**config.mk**
```make
export PLATFORM = sky130hd
export DESIGN_NAME = sev_led_reader
export DESIGN_NICKNAME = d
export VERILOG_FILES = /design/src/rtl/sev_led_pkg.sv /design/src/rtl/sev_led_sync.sv /design/src/rtl/sev_led_reader.sv
export SDC_FILE = /design/constraint.sdc
export NUM_CORES = 1
export LEC_CHECK = 0
export CAP_MARGIN = 15
export CORE_MARGIN = 1
export CORE_UTILIZATION = 60
export CTS_CLUSTER_DIAMETER = 30
export DETAILED_ROUTE_END_ITERATION = 12
export DONT_BUFFER_PORTS = 1
export PLACE_DENSITY = 0.76
export SLEW_MARGIN = 25
export SYNTH_ARGS = -nofsm -noshare
export SYNTH_HDL_FRONTEND = slang
export SYNTH_SLANG_ARGS = --single-unit
```
**constraint.sdc**
```tcl
create_clock -name i_clk -period 5 [get_ports i_clk]
set_clock_uncertainty 0.15 [all_clocks]
set_input_delay 1.5 -clock i_clk [delete_from_list [all_inputs] [get_ports i_clk]]
set_output_delay 1.5 -clock i_clk [all_outputs]
set_load 0.1 [all_outputs]
```
**src/rtl/sev_led_pkg.sv**
```systemverilog
// Shared constants, FSM state type and segment-pattern decode for the
// seven-segment reader.
package sev_led_pkg;

  localparam logic [6:0] SEG_D0    = 7'h7E;
  localparam logic [6:0] SEG_D1    = 7'h10;
  localparam logic [6:0] SEG_D2    = 7'h0F;
  localparam logic [6:0] SEG_D3    = 7'h55;
  localparam logic [6:0] SEG_D4    = 7'h3A;
  localparam logic [6:0] SEG_D5    = 7'h61;
  localparam logic [6:0] SEG_D6    = 7'h2D;
  localparam logic [6:0] SEG_BLANK = 7'h00;

  typedef enum logic [1:0] {IDLE, TRACK, LOCKED} state_e;

  // Returns {hit, code}; hit is 0 for blank and for unknown patterns.
  function automatic logic [4:0] seg_to_code(input logic [6:0] seg);
    case (seg)
      SEG_D0:  return {1'b1, 4'd0};
      SEG_D1:  return {1'b1, 4'd1};
      SEG_D2:  return {1'b1, 4'd2};
      SEG_D3:  return {1'b1, 4'd3};
      SEG_D4:  return {1'b1, 4'd4};
      SEG_D5:  return {1'b1, 4'd5};
      SEG_D6:  return {1'b1, 4'd6};
      default: return 5'd0;
    endcase
  endfunction

endpackage

```
**src/rtl/sev_led_sync.sv**
```systemverilog
// Two-flop synchroniser for a bus of independent, slowly changing lines.
module sev_led_sync #(
  parameter int W = 7
) (
  input  logic         i_clk,
  input  logic         i_rst_n,
  input  logic [W-1:0] i_d,
  output logic [W-1:0] o_q
);

  logic [W-1:0] s1_q;
  logic [W-1:0] s2_q;

  always_ff @(posedge i_clk or negedge i_rst_n) begin
    if (!i_rst_n) begin
      s1_q <= '0;
      s2_q <= '0;
    end else begin
      s1_q <= i_d;
      s2_q <= s1_q;
    end
  end

  assign o_q = s2_q;

endmodule

```
**src/rtl/sev_led_reader.sv**
```systemverilog
// Resynchronises a raw segment pattern, waits for it to hold stable, then
// decodes it back to a digit code with valid/error/blank reporting.
module sev_led_reader
  import sev_led_pkg::*;
#(
  parameter int STABLE_CYCLES = 4,
  parameter int CNT_W         = 8
) (
  input  logic       i_clk,
  input  logic       i_rst_n,
  input  logic       i_enable,
  input  logic [6:0] i_seg,
  output logic [3:0] o_code,
  output logic       o_valid,
  output logic       o_err,
  output logic       o_blank,
  output logic       o_locked
);

  localparam logic [CNT_W-1:0] CNT_MAX = CNT_W'(STABLE_CYCLES - 1);

  logic [6:0]       s2;
  logic [6:0]       prev_q, prev_d;
  logic [CNT_W-1:0] cnt_q, cnt_d, cnt_inc;
  state_e           state_q, state_d;
  logic [3:0]       code_q, code_d;
  logic             valid_q, valid_d;
  logic             err_q, err_d;
  logic             blank_q, blank_d;
  logic             same;
  logic [4:0]       dec;

  sev_led_sync #(.W(7)) u_sync (
    .i_clk   (i_clk),
    .i_rst_n (i_rst_n),
    .i_d     (i_seg),
    .o_q     (s2)
  );

  always_comb begin
    same    = (s2 == prev_q);
    cnt_inc = (cnt_q >= CNT_MAX) ? CNT_MAX : cnt_q + 1'b1;
    dec     = seg_to_code(s2);
    prev_d  = s2;
    cnt_d   = cnt_q;
    state_d = state_q;
    code_d  = code_q;
    blank_d = blank_q;
    valid_d = 1'b0;
    err_d   = 1'b0;
    // Disable wins over everything, including an acceptance this cycle.
    if (!i_enable) begin
      state_d = IDLE;
      cnt_d   = '0;
    end else begin
      case (state_q)
        IDLE: begin
          state_d = TRACK;
          cnt_d   = '0;
        end
        TRACK: begin
          if (!same) begin
            cnt_d = '0;
          end else begin
            cnt_d = cnt_inc;
            if (cnt_inc == CNT_MAX) begin
              state_d = LOCKED;
              if (dec[4]) begin
                code_d  = dec[3:0];
                valid_d = 1'b1;
                blank_d = 1'b0;
              end else if (s2 == SEG_BLANK) begin
                blank_d = 1'b1;
              end else begin
                err_d = 1'b1;
              end
            end
          end
        end
        LOCKED: begin
          if (!same) begin
            state_d = TRACK;
            cnt_d   = '0;
          end
        end
        default: begin
          state_d = IDLE;
          cnt_d   = '0;
        end
      endcase
    end
  end

  always_ff @(posedge i_clk or negedge i_rst_n) begin
    if (!i_rst_n) begin
      prev_q  <= '0;
      cnt_q   <= '0;
      state_q <= IDLE;
      code_q  <= '0;
      valid_q <= 1'b0;
      err_q   <= 1'b0;
      blank_q <= 1'b0;
    end else begin
      prev_q  <= prev_d;
      cnt_q   <= cnt_d;
      state_q <= state_d;
      code_q  <= code_d;
      valid_q <= valid_d;
      err_q   <= err_d;
      blank_q <= blank_d;
    end
  end

  assign o_code   = code_q;
  assign o_valid  = valid_q;
  assign o_err    = err_q;
  assign o_blank  = blank_q;
  assign o_locked = (state_q == LOCKED);

endmodule

```
-- Yosys cells after proc, flatten, opt, wreduce, memory -nomap -nowiden
Cells that the tools add are included.
- bits of input ports: 10
- logic and storage cells: 55
- output and inout bits: 8
- flip-flop bits (word level): 38
- reductions and logical operators: 6
- equality and inequality tests: 14
- multiplexer cells: 24
- magnitude comparators: 1
- add/sub/neg operators: 1
- operator list (cell ; count):
    5-bit one-hot mux with 7 select lines ; 1
    8-bit 2-to-1 mux ; 4
    7-bit == test (second input constant) ; 3
    8-bit one-hot mux with 2 select lines ; 1
    7-bit by 6-bit == test with 1-bit output (second input constant) ; 2
    1-bit 2-to-1 mux ; 13
    5-bit AND reduction ; 2
    3-bit != test (second input constant) ; 3
    8-bit by 1-bit adder with 8-bit output (second input constant) ; 1
    8-bit by 2-bit == test with 1-bit output (second input constant) ; 1
    8-bit by 2-bit >= comparator with 1-bit output (second input constant) ; 1
    2-bit 2-to-1 mux ; 4
    7-bit by 4-bit == test with 1-bit output (second input constant) ; 1
    7-bit by 5-bit == test with 1-bit output (second input constant) ; 1
    7-bit == test ; 1
    7-bit zero test ; 1
    2-bit one-hot mux with 3 select lines ; 1
    3-bit AND reduction ; 1
    2-bit by 1-bit == test with 1-bit output (second input constant) ; 1
    2-bit == test (second input constant) ; 1
    2-bit zero test ; 1
    2-bit nonzero test ; 1

-- Depth between registers and ports, before layout
Gate-level depths: netlist of the first run.
- depth after elaboration: 7
- gate-level depth with buffers: 7

-- By module
A second synthesis of the first run with hierarchy kept.
- cell total of the unflattened synthesis: 124
- area total of the unflattened synthesis: 1534.0 sq um
- by module, submodules not included (module ; times used ; seq. area each (sq um) ; cells an instance ; area each (sq um)):
    sev_led_reader ; 1 ; 575.6 ; 110 ; 1183.6
    sev_led_sync ; 1 ; 350.3 ; 14 ; 350.3

-- Worst setup path after synthesis of the first run
No wires, ideal clock.
- path kind: reg-to-output
- start point: register state_q[0]
- end point: output o_locked
- slack: 1.571 ns
- stages on the path, launching flop included: 2
- required time: 3.350 ns
- data arrival time: 1.779 ns
- cells stage by stage: dfrtp_1 -> nor2b_1
- cells in the longest elaborated chain, start to end: 1
- ends and longest elaborated chain (element ; RTL line ; RTL):
    start, declared ; sev_led_reader.sv:25 ; state_e state_q, state_d;
    start signal, assigned ; sev_led_reader.sv:106 ; state_q <= state_d;
    2-bit == test ; sev_led_reader.sv:118 ; assign o_locked = (state_q == LOCKED);
    end, declared ; sev_led_reader.sv:17 ; output logic o_locked
Every way passes these cells.

-- Worst setup path in the final report of the first run
- start point: register state_q[1]
- end point: output o_locked
Same word-level chain as after synthesis.

==> results of run 1 <==
synthesized netlist by cell type, drive strengths merged:
library cell,number,area (sq um)
a21o,1,7.510
a21oi,4,38.79
a31oi,1,6.260
a32oi,1,8.760
and2,6,37.54
and3,6,37.54
and4,1,8.760
and4b,1,10.01
and4bb,1,12.51
buf,6,57.55
clkbuf,1,3.750
conb,1,3.750
dfrtp,37,925.9
ha,1,12.51
inv,1,3.750
mux2,2,30.03
nand2,5,18.77
nand2b,1,6.260
nand3,6,30.03
nand4,3,18.77
nand4b,2,17.52
nor2,3,11.26
nor2b,4,25.02
nor3,3,15.01
nor3b,2,20.02
nor4,2,12.51
o211a,1,10.01
o21ai,4,20.01
o21bai,1,7.510
o2bb2ai,2,17.52
or4,1,7.510
or4b,2,27.53
xnor2,7,76.32
final cells by class:
class	count	area (sq um)	share of cell area (%)
Sequential cell	37	925.9	57.36
Multi-Input combinational cell	75	558.0	34.57
Clock buffer	6	51.30	3.178
Clock inverter	2	37.54	2.326
Tap cell	30	37.54	2.326
Inverter	1	3.754	0.2326
stage by stage:
stage | cell area, sq um | utilization, %
floorplan | 1546 | -
global placement | 1525 | 62.13
detailed placement | 1525 | 62.13
CTS | 1614 | 65.75
global route | 1614 | 65.75
finish | 1614 | 65.75
placed cells by master, fill, tap and decap left out, types with 2 or more instances in the layout:
cell type and count:
dfrtp_1 37, nand3_1 6, and3_1 6, and2_1 6, xnor2_1 5, nand2_1 5, clkbuf_4 5, nor3_1 3
nand4_1 3, nor2b_1 3, nor2_1 3, o21ai_1 3, nor4_1 2, xnor2_2 2, nand4b_1 2, or4b_4 2
a21oi_2 2, mux2_4 2, o2bb2ai_1 2
registers in the layout, indices dropped and copies added, names as in the netlist:
signal and count:
cnt_q 8, o_blank 1, o_code 3, o_err 1
o_valid 1, prev_q 7, state_q 2, u_sync.o_q 7
u_sync.s1_q 7
power groups by stage:
stage	logic [W]	clock network, W	registers [W]
6_report	0.0000192	0.000218	0.000319
2_1_floorplan	0.0000255	0	0.000319
3_5_place_dp	0.0000192	0	0.000325
3_3_place_gp	0.0000185	0	0.000324
5_1_grt	0.0000209	0.000239	0.000321
4_1_cts	0.0000193	0.000228	0.000319
layer usage:
metal	wire length, microns	part of all wire (%)
met1	1051	45
met2	1098	47
met3	125	5.4
met4	56	2.4
met5	0	0
final timing paths:
| kind | to | slack [ns] | cells after the start |
|---|---|---|---|
| worst min-delay path | u_sync.o_q[2] | 0.20 | 0 |
| worst max register to register | o_code[0] | 2.75 | 5 |
| worst min register to register | u_sync.o_q[2] | 0.20 | 0 |
| worst max-delay path | o_locked | 1.71 | 1 |
| min in group asynchronous | o_valid | 0.68 | 0 |
| max in group asynchronous | u_sync.o_q[6] | 3.93 | 0 |
logic make-up (layout without fill, tap and decap cells):
family / Yosys count / in the layout / share of synthesized area, %
xor gates and xnor gates: 7 / 7 / 4.935
adders and majority gates: 1 / 1 / 0.8089
AOI/OAI and AO/OA: 15 / 15 / 7.525
and+or+nand+nor: 49 / 49 / 20.47
other: 1 / 1 / 0.2425
DFF: 37 / 37 / 59.87
muxes: 2 / 2 / 1.942
buffers and inverters: 8 / 9 / 4.206
==> out/results.txt, run 1 <==
First-pass GRT wire length -> 3760 microns
FMAX -> 304.1 MHz
LEAKAGE -> 0.7321 nW
Startpoint Class -> register
Worst path top cell family by delay -> simple AND/OR/NAND/NOR gates
DRT antenna net count -> 0
Hold Fails Final Rpt -> 0
Die X-Extent -> 52.77 microns
Num rows -> 18
Setup TNS Final -> 0 ns
Flop pwr share -> 57.4%
Clock transition at path regs -> 0.12 ns
CTS tree -> built
Max IR drop VDD -> 0.3302 mV
Netlist cell types -> 40
Tot Pwr -> 0.0005566 W
Post-DP HPWL -> 1541 microns
Maxcap violations -> 0
Crit Path Max Fanout -> 3
Final Hold Slack -> 0.2032 ns
Initial DRC count -> 28
Post-route DRC -> 0
Setup CP Type -> reg2out
Ports -> 18
CTS root buf -> clkbuf_4
Avg Synthesized Cell Area -> 12.89 sq um
Worst reg2reg startpoint -> u_sync.o_q[2]
Vias in the first global route -> 798
Starting density of the core -> 63.00%
Sw Ratio -> 21.63%
Switch Pwr -> 0.0001204 W
Worst setup margin -> 1.712 ns
Critical path buffers and inverters -> 0
Status -> completed
Slew Limit Fails -> 0
Worst EP arrival -> 1.64 ns
Die area -> 2785 sq um
CP max stage cell -> nor2b_2
Met2 Usage GRT -> 30.38%
Max stage delay on crit path -> 0.90 ns
Req. time, crit path -> 3.35 ns
Filler instances -> 170
Nets -> 131
Cells after DPL -> 143
CTS Buf Count -> 5
Diode count -> 0
Worst-Margin Slew -> 1.103 ns
Die Ht -> 52.77 microns
Setup bufs post-CTS -> 0
Hold buffers post-CTS -> 0
Combinational share of power -> 3.4%
Cells after synthesis -> 120
Crit path launch -> state_q[1]
Pwr Density -> 344.8 nW/um^2
Vias per inst -> 5.960
Register area share after synthesis -> 59.87%
GRT overflow -> 0
RSZ-0062 raised after global routing -> no
Hold_sp -> u_sync.s1_q[2]
Max Root-Sink Buffers -> 2
Netlist Area Pre-Place -> 1546 sq um
Cell internal pwr -> 0.0004362 W
CORE AREA -> 2455 sq um
Crit share post-route -> 65.77%
Final Setup Violations -> 0
DP Worst Slack -> 2.092 ns
Clk pwr share -> 39.2%
Clock sink total -> 37
Grt met3 use -> 9.275%
Vias -> 900
Clock Latency Late Sink -> 0.35 ns
Post-synthesis register bit count -> 37
Largest net degree at the start of global routing -> 38
I/O Buffers -> 0
Crit path cell chain -> nor2b_2
Synth-to-Final Area Change -> 4.369%
Synthesis Warnings -> 0
Total wire length -> 2331 microns
GRT Max-Usage Layer -> met2
GRT Total Usage -> 20.77%
Worst Hold Class -> reg2reg
Pre-antenna DRT Iters -> 4
Post-Syn Nets -> 131
Final Non-Filler Cells -> 151
Initial antenna violation count -> 0
Share of cells above drive strength 1 -> 15.70%
Slew HR -> 26.11%
CTS resizes -> 0
DR WL/cell -> 15.44 microns
Placer Congestion -> 0.8120
Post-route minimum period -> 3.289 ns
CTS H-tree lvls -> 2
Worst Setup End Kind -> primary output
GR Util met1 -> 25.63%
No activity file was read; power rests on OpenSTA's default activity.
==> run 2: changes to the inputs <==
--- a/config.mk
+++ b/config.mk
@@ -7,11 +7,11 @@
 export LEC_CHECK = 0
 export CAP_MARGIN = 15
 export CORE_MARGIN = 1
-export CORE_UTILIZATION = 60
+export CORE_UTILIZATION = 55
 export CTS_CLUSTER_DIAMETER = 30
 export DETAILED_ROUTE_END_ITERATION = 12
 export DONT_BUFFER_PORTS = 1
-export PLACE_DENSITY = 0.76
+export PLACE_DENSITY = 0.73
 export SLEW_MARGIN = 25
 export SYNTH_ARGS = -nofsm -noshare
 export SYNTH_HDL_FRONTEND = slang
==> constraint.sdc (replaced) <==
create_clock -name i_clk -period 2.8 [get_ports i_clk]
set_clock_uncertainty 0.15 [all_clocks]
set_input_delay 0.84 -clock i_clk [delete_from_list [all_inputs] [get_ports i_clk]]
set_output_delay 0.84 -clock i_clk [all_outputs]
set_load 0.1 [all_outputs]
==> run 2 against run 1 <==
Total power is 79% higher; non-clock buffer count is 6 higher; combinational power is 110% higher; critical path depth is 1 lower; count of clock-buffer cells in the layout stayed put; via count is 2.3% higher; largest cell class unchanged; largest power group unchanged.
==> out/results.txt, run 2 (synthesized netlist as in run 1, its figures left out) <==
Status -> completed
Crit share post-route -> 81.33%
Largest Register -> cnt_q
Hold buffers post-CTS -> 0 (unchanged)
Crit Path Max Fanout -> 2 (-1)
Max reg flops -> 8 (unchanged)
FMAX -> 439.1 MHz
Max Root-Sink Buffers -> 2 (unchanged)
Setup TNS Final -> 0 ns (unchanged)
Vias -> 921 (+2.3%)
Commonest cells after routing, fill and taps aside -> dfrtp_1, nand3_1, and3_1, and2_1
Hold Fails Final Rpt -> 0 (unchanged)
GRT overflow -> 0 (unchanged)
Maxcap violations -> 0 (unchanged)
Final Setup Violations -> 0 (unchanged)
Die area -> 3028 sq um (+8.7%)
Num rows -> 18 (unchanged)
DRT antenna net count -> 0 (unchanged)
CORE AREA -> 2567 sq um (+4.6%)
Clock sink total -> 37 (unchanged)
CTS Buf Count -> 5 (unchanged)
Clock transition at path regs -> 0.11 ns (about the same)
Total wire length -> 2370 microns (+1.7%)
Ports -> 18 (unchanged)
CTS root buf -> clkbuf_4
Synth-to-Final Area Change -> 7.443%
Max IR drop VDD -> 0.4735 mV (+43%)
Worst-Margin Slew -> 0.9201 ns (-0.1832 ns)
Slew HR -> 38.46% (+12 points)
CTS tree -> built
Post-DP HPWL -> 1652 microns (+7.2%)
Pre-antenna DRT Iters -> 4 (unchanged)
CTS resizes -> 0 (unchanged)
CTS H-tree lvls -> 2 (unchanged)
Die Ht -> 55.03 microns (+4.3%)
DR WL/cell -> 15.10 microns (-2.2%)
Pwr Density -> 598.2 nW/um^2 (+73%)
Slew Limit Fails -> 0 (unchanged)
Post-route DRC -> 0 (unchanged)
Die X-Extent -> 55.03 microns (+4.3%)
Final instance area -> 1662 sq um (+2.9%)
Post-route minimum period -> 2.277 ns
First-pass GRT wire length -> 3774 microns (+0.37%)
LEAKAGE -> 0.7636 nW (+4.3%)
Placer Congestion -> 0.8633 (+6.3%)
Initial DRC count -> 14 (-50%)
Setup CP Type -> reg2out
Commonest non-fill, non-tap cell in the layout -> dfrtp_1
Starting density of the core -> 60.23% (-2.8 points)
Req. time, crit path -> 1.81 ns (-1.54 ns)
Worst Setup End Kind -> primary output
GRT Total Usage -> 18.64% (-2.1 points)
Worst Hold Class -> in2async
Placed cell area -> 1563 sq um (+2.5%)
Clock Latency Late Sink -> 0.34 ns (about the same)
Vias in the first global route -> 884 (+11%)
I/O Buffers -> 0 (unchanged)
Startpoint Class -> register
Share of cells above drive strength 1 -> 18.90% (+3.2 points)
RSZ-0062 raised after global routing -> no
Nets -> 137 (+4.6%)
Initial antenna violation count -> 0 (unchanged)
Vias per inst -> 5.866 (-1.6%)
Setup bufs post-CTS -> 0 (unchanged)
Worst EP arrival -> 1.29 ns (-0.35 ns)
Diode count -> 0 (unchanged)
Largest net degree at the start of global routing -> 38 (unchanged)
==> run 2: cell types whose count changed in the layout (fill, tap and decap cells not counted), sizes merged <==
cell	previous run	this run
buf	0	5
dlygate4sd3	0	1
==> run 2: layout make-up <==
cell class                      instances  area (sq um)
Clock buffer                            6         51.30
Clock inverter                          2         37.54
Fill cell                             198         905.9
Inverter                                1         3.754
Multi-Input combinational cell         75         558.0
Sequential cell                        37         925.9
Tap cell                               30         37.54
Timing Repair Buffer                    6         47.55
==> run 2: where the power goes <==
group	internal, W	switching (W)
logic	0.0000176	0.0000230
registers	0.000550	0.0000200
clock network	0.000212	0.000171
total	0.000780	0.000214
==> run 2: stage by stage <==
step / setup WS, ns / cells / total power [W] / hold WS [ns] / util, %
after detailed placement: 0.6095 / 148 / 0.0006149 / 0.1847 / 60.87
after CTS: 0.5130 / 156 / 0.001000 / 0.01720 / 64.33
after global placement: 0.6339 / 148 / 0.0006122 / 0.1826 / 60.87
final: 0.5227 / 157 / 0.0009939 / 0.02669 / 64.72
after floorplan: 0.03124 / 120 / 0.0006143 / 0.1812 / -
after global routing: 0.4684 / 157 / 0.001036 / 0.001140 / 64.72
==> run 2: worst paths after layout <==
| path | startpoint | endpoint | slack [ns] | cells after the start |
|---|---|---|---|---|
| worst max-delay path | o_code[1] | o_code[1] | 0.52 | 0 |
| worst min-delay path | i_rst_n | cnt_q[3] | 0.03 | 0 |
| worst max register to register | u_sync.o_q[2] | o_code[1] | 0.60 | 5 |
| worst min register to register | u_sync.s1_q[6] | u_sync.o_q[6] | 0.21 | 0 |
| max in group asynchronous | i_rst_n | u_sync.o_q[3] | 1.01 | 1 |
| min in group i_clk | u_sync.s1_q[6] | u_sync.o_q[6] | 0.21 | 0 |
==> run 2: metal layers <==
layer | routed length, microns | global-route usage (%)
met5 | 0 | 0
met2 | 1134 | 30.52
met4 | 25 | 7.083
met3 | 174 | 8.197
met1 | 1036 | 21.47
==> run 3: changes to the inputs <==
==> constraint.sdc (replaced) <==
create_clock -name i_clk -period 1.87 [get_ports i_clk]
set_clock_uncertainty 0.15 [all_clocks]
set_input_delay 0.561 -clock i_clk [delete_from_list [all_inputs] [get_ports i_clk]]
set_output_delay 0.561 -clock i_clk [all_outputs]
set_load 0.1 [all_outputs]
==> run 3 against run 2 <==
Utilization grew 12 points; the flow now finishes with violations (negative setup slack); sequential share of layout area shrank 8.9 points; first-iteration DRC count grew 29%; cell area grew 19%; register-to-register slack lost 0.84 ns; final cell count grew 18%.
==> out/results.txt, run 3 (synthesized netlist as in run 1, its figures left out) <==
Status -> complete, but fails checks
Failing checks -> negative setup slack
Switch Pwr -> 0.0003323 W (+55%)
Register area -> 925.9 sq um (unchanged)
Vias -> 1032 (+12%)
Die X-Extent -> 55.03 microns (unchanged)
Worst Hold Class -> in2reg
DRT antenna net count -> 0 (unchanged)
Max IR drop VDD -> 0.7877 mV (+66%)
Req. time, crit path -> 1.95 ns (+0.14 ns)
Die area -> 3028 sq um (unchanged)
Flop pwr share -> 54.9% (-2.4 points)
Ports -> 18 (unchanged)
CTS tree -> built
Final Setup Violations -> 5 (+5)
Commonest cells after routing, fill and taps aside -> dfrtp_1, buf_4, and2_1
Nets -> 166 (+21%)
Vias per inst -> 5.548 (-5.4%)
Placed cell area -> 1763 sq um (+13%)
Die Ht -> 55.03 microns (unchanged)
CTS H-tree lvls -> 2 (unchanged)
CORE AREA -> 2567 sq um (unchanged)
Worst EP arrival -> 2.19 ns (+0.90 ns)
Crit share post-route -> 112.9%
Final Non-Filler Cells -> 186 (+18%)
Reg2reg path depth -> 6 (+1)
Met3 WL -> 144 microns (-17%)
Final Hold Slack -> 0.09533 ns (+0.06864 ns)
Clk pwr share -> 37.5% (-1.1 points)
Setup CP Type -> reg2reg
Crit Path Max Fanout -> 3 (+1)
Startpoint Class -> register
Wl on met1 -> 1135 microns (+9.6%)
GRT overflow -> 0 (unchanged)
DR WL/cell -> 14.23 microns (-5.7%)
Post-route DRC -> 0 (unchanged)
Hold Fails Final Rpt -> 0 (unchanged)
Uppermost layer routed -> met4
Slew Limit Fails -> 0 (unchanged)
Diode count -> 0 (unchanged)
Vias in the first global route -> 918 (+3.8%)
Worst Hold Endpoint -> u_sync.s1_q[0]
DP Worst Slack -> -0.2126 ns (-0.8221 ns)
Initial DRC count -> 18 (+4)
CTS root buf -> clkbuf_4
Post-DP HPWL -> 1753 microns (+6.1%)
GRT Total Usage -> 19.76% (+1.1 points)
FMAX -> 473.8 MHz
Max reg flops -> 8 (unchanged)
Placer Congestion -> 0.8055 (-6.7%)
Max Root-Sink Buffers -> 2 (unchanged)
Cell internal pwr -> 0.001195 W (+53%)
Maxcap violations -> 0 (unchanged)
Share of cells above drive strength 1 -> 37.18% (+18 points)
Synth-to-Final Area Change -> 27.99%
Largest Register -> cnt_q
Filler instances -> 161 (-19%)
Tot Pwr -> 0.001527 W (+54%)
Hold Path Depth -> 0
Largest net degree at the start of global routing -> 38 (unchanged)
Worst Setup End Kind -> register
Clock Latency Late Sink -> 0.34 ns (about the same)
Flop2flop setup slack -> -0.24 ns (-0.84 ns)
Post-route minimum period -> 2.111 ns
Cells after DPL -> 169 (+14%)
LEAKAGE -> 0.9423 nW (+23%)
Worst r2r dst -> o_code[1]
Worst reg2reg startpoint -> cnt_q[1]
I/O Buffers -> 0 (unchanged)
Combinational share of power -> 7.6% (+3.5 points)
RSZ-0062 raised after global routing -> yes
Multi-input gate area -> 600.6 sq um (+7.6%)
Clock sink total -> 37 (unchanged)
First-pass GRT wire length -> 3953 microns (+4.7%)
Final instance area -> 1979 sq um (+19%)
CTS Buf Count -> 5 (unchanged)
Num rows -> 18 (unchanged)
Met2 WL post-DR -> 1327 microns (+17%)
Pwr Density -> 771.5 nW/um^2 (+29%)
Starting density of the core -> 60.23% (unchanged)
Total wire length -> 2647 microns (+12%)
Clock transition at path regs -> 0.11 ns (about the same)
Initial antenna violation count -> 0 (unchanged)
Worst setup margin -> -0.2408 ns (-0.7635 ns)
Sw Ratio -> 21.76% (+0.21 points)
Pre-antenna DRT Iters -> 4 (unchanged)
Hold_sp -> i_seg[0]
Commonest non-fill, non-tap cell in the layout -> dfrtp_1
-- run 3: worst max-delay path by stage --
stage | slack, ns | endpoint | from
2_1_floorplan | -0.17 | o_code[0] | cnt_q[0]
3_3_place_gp | -0.16 | o_code[0] | cnt_q[1]
3_5_place_dp | -0.21 | o_code[1] | cnt_q[1]
4_1_cts | -0.21 | o_code[1] | cnt_q[0]
5_1_grt | -0.31 | o_code[1] | cnt_q[1]
6_report | -0.24 | o_code[1] | cnt_q[1]
-- run 3: cell type report --
cell class | count | share of cell area (%)
sequential | 37 | 46.78
clock buffer | 6 | 2.592
multi-input combinational | 75 | 30.34
clock inverter | 2 | 1.896
inverter | 1 | 0.1896
timing repair buffer | 35 | 16.31
tap | 30 | 1.896
-- run 3: power by group through the flow --
| stage | Sequential (W) | Combinational, W | Clock, W |
|---|---|---|---|
| 6_report | 0.000839 | 0.000116 | 0.000572 |
| 3_5_place_dp | 0.000856 | 0.0000877 | 0 |
| 4_1_cts | 0.000840 | 0.000112 | 0.000594 |
| 2_1_floorplan | 0.000852 | 0.0000682 | 0 |
| 3_3_place_gp | 0.000854 | 0.0000846 | 0 |
| 5_1_grt | 0.000842 | 0.000128 | 0.000626 |
-- run 3: repair_timing --
action / in CTS / in global routing
pin swaps: 1 / 3
endpoints found under the setup margin: 5 / 15
endpoints found under the hold margin: 37 / 0
hold buffers: 2 / 0
gates resized for setup: 3 / 8
setup buffers: 5 / 3
-- run 3: worst max-delay path: stages, from the launching register on --
cell and delay [ns]:
dfrtp_1 0.40, ha_1 0.30, nand2b_1 0.07, nand3_2 0.08, or4b_4 0.49, a21oi_4 0.20, mux2_4 0.32
-- run 3: metrics by stage --
stage	util, %	TNS, ns
2_1_floorplan	-	-0.3425
3_3_place_gp	68.66	-0.3444
3_5_place_dp	68.66	-0.5372
4_1_cts	75.29	-0.7923
5_1_grt	77.10	-1.142
6_report	77.10	-0.5879
-- run 3: routing by layer --
| layer | up-vias | global-route usage, % |
|---|---|---|
| met5 | - | 0 |
| met3 | 6 | 8.470 |
| met4 | 0 | 7.917 |
| met1 | 493 | 22.45 |
| li1 | 498 | - |
| met2 | 35 | 32.73 |
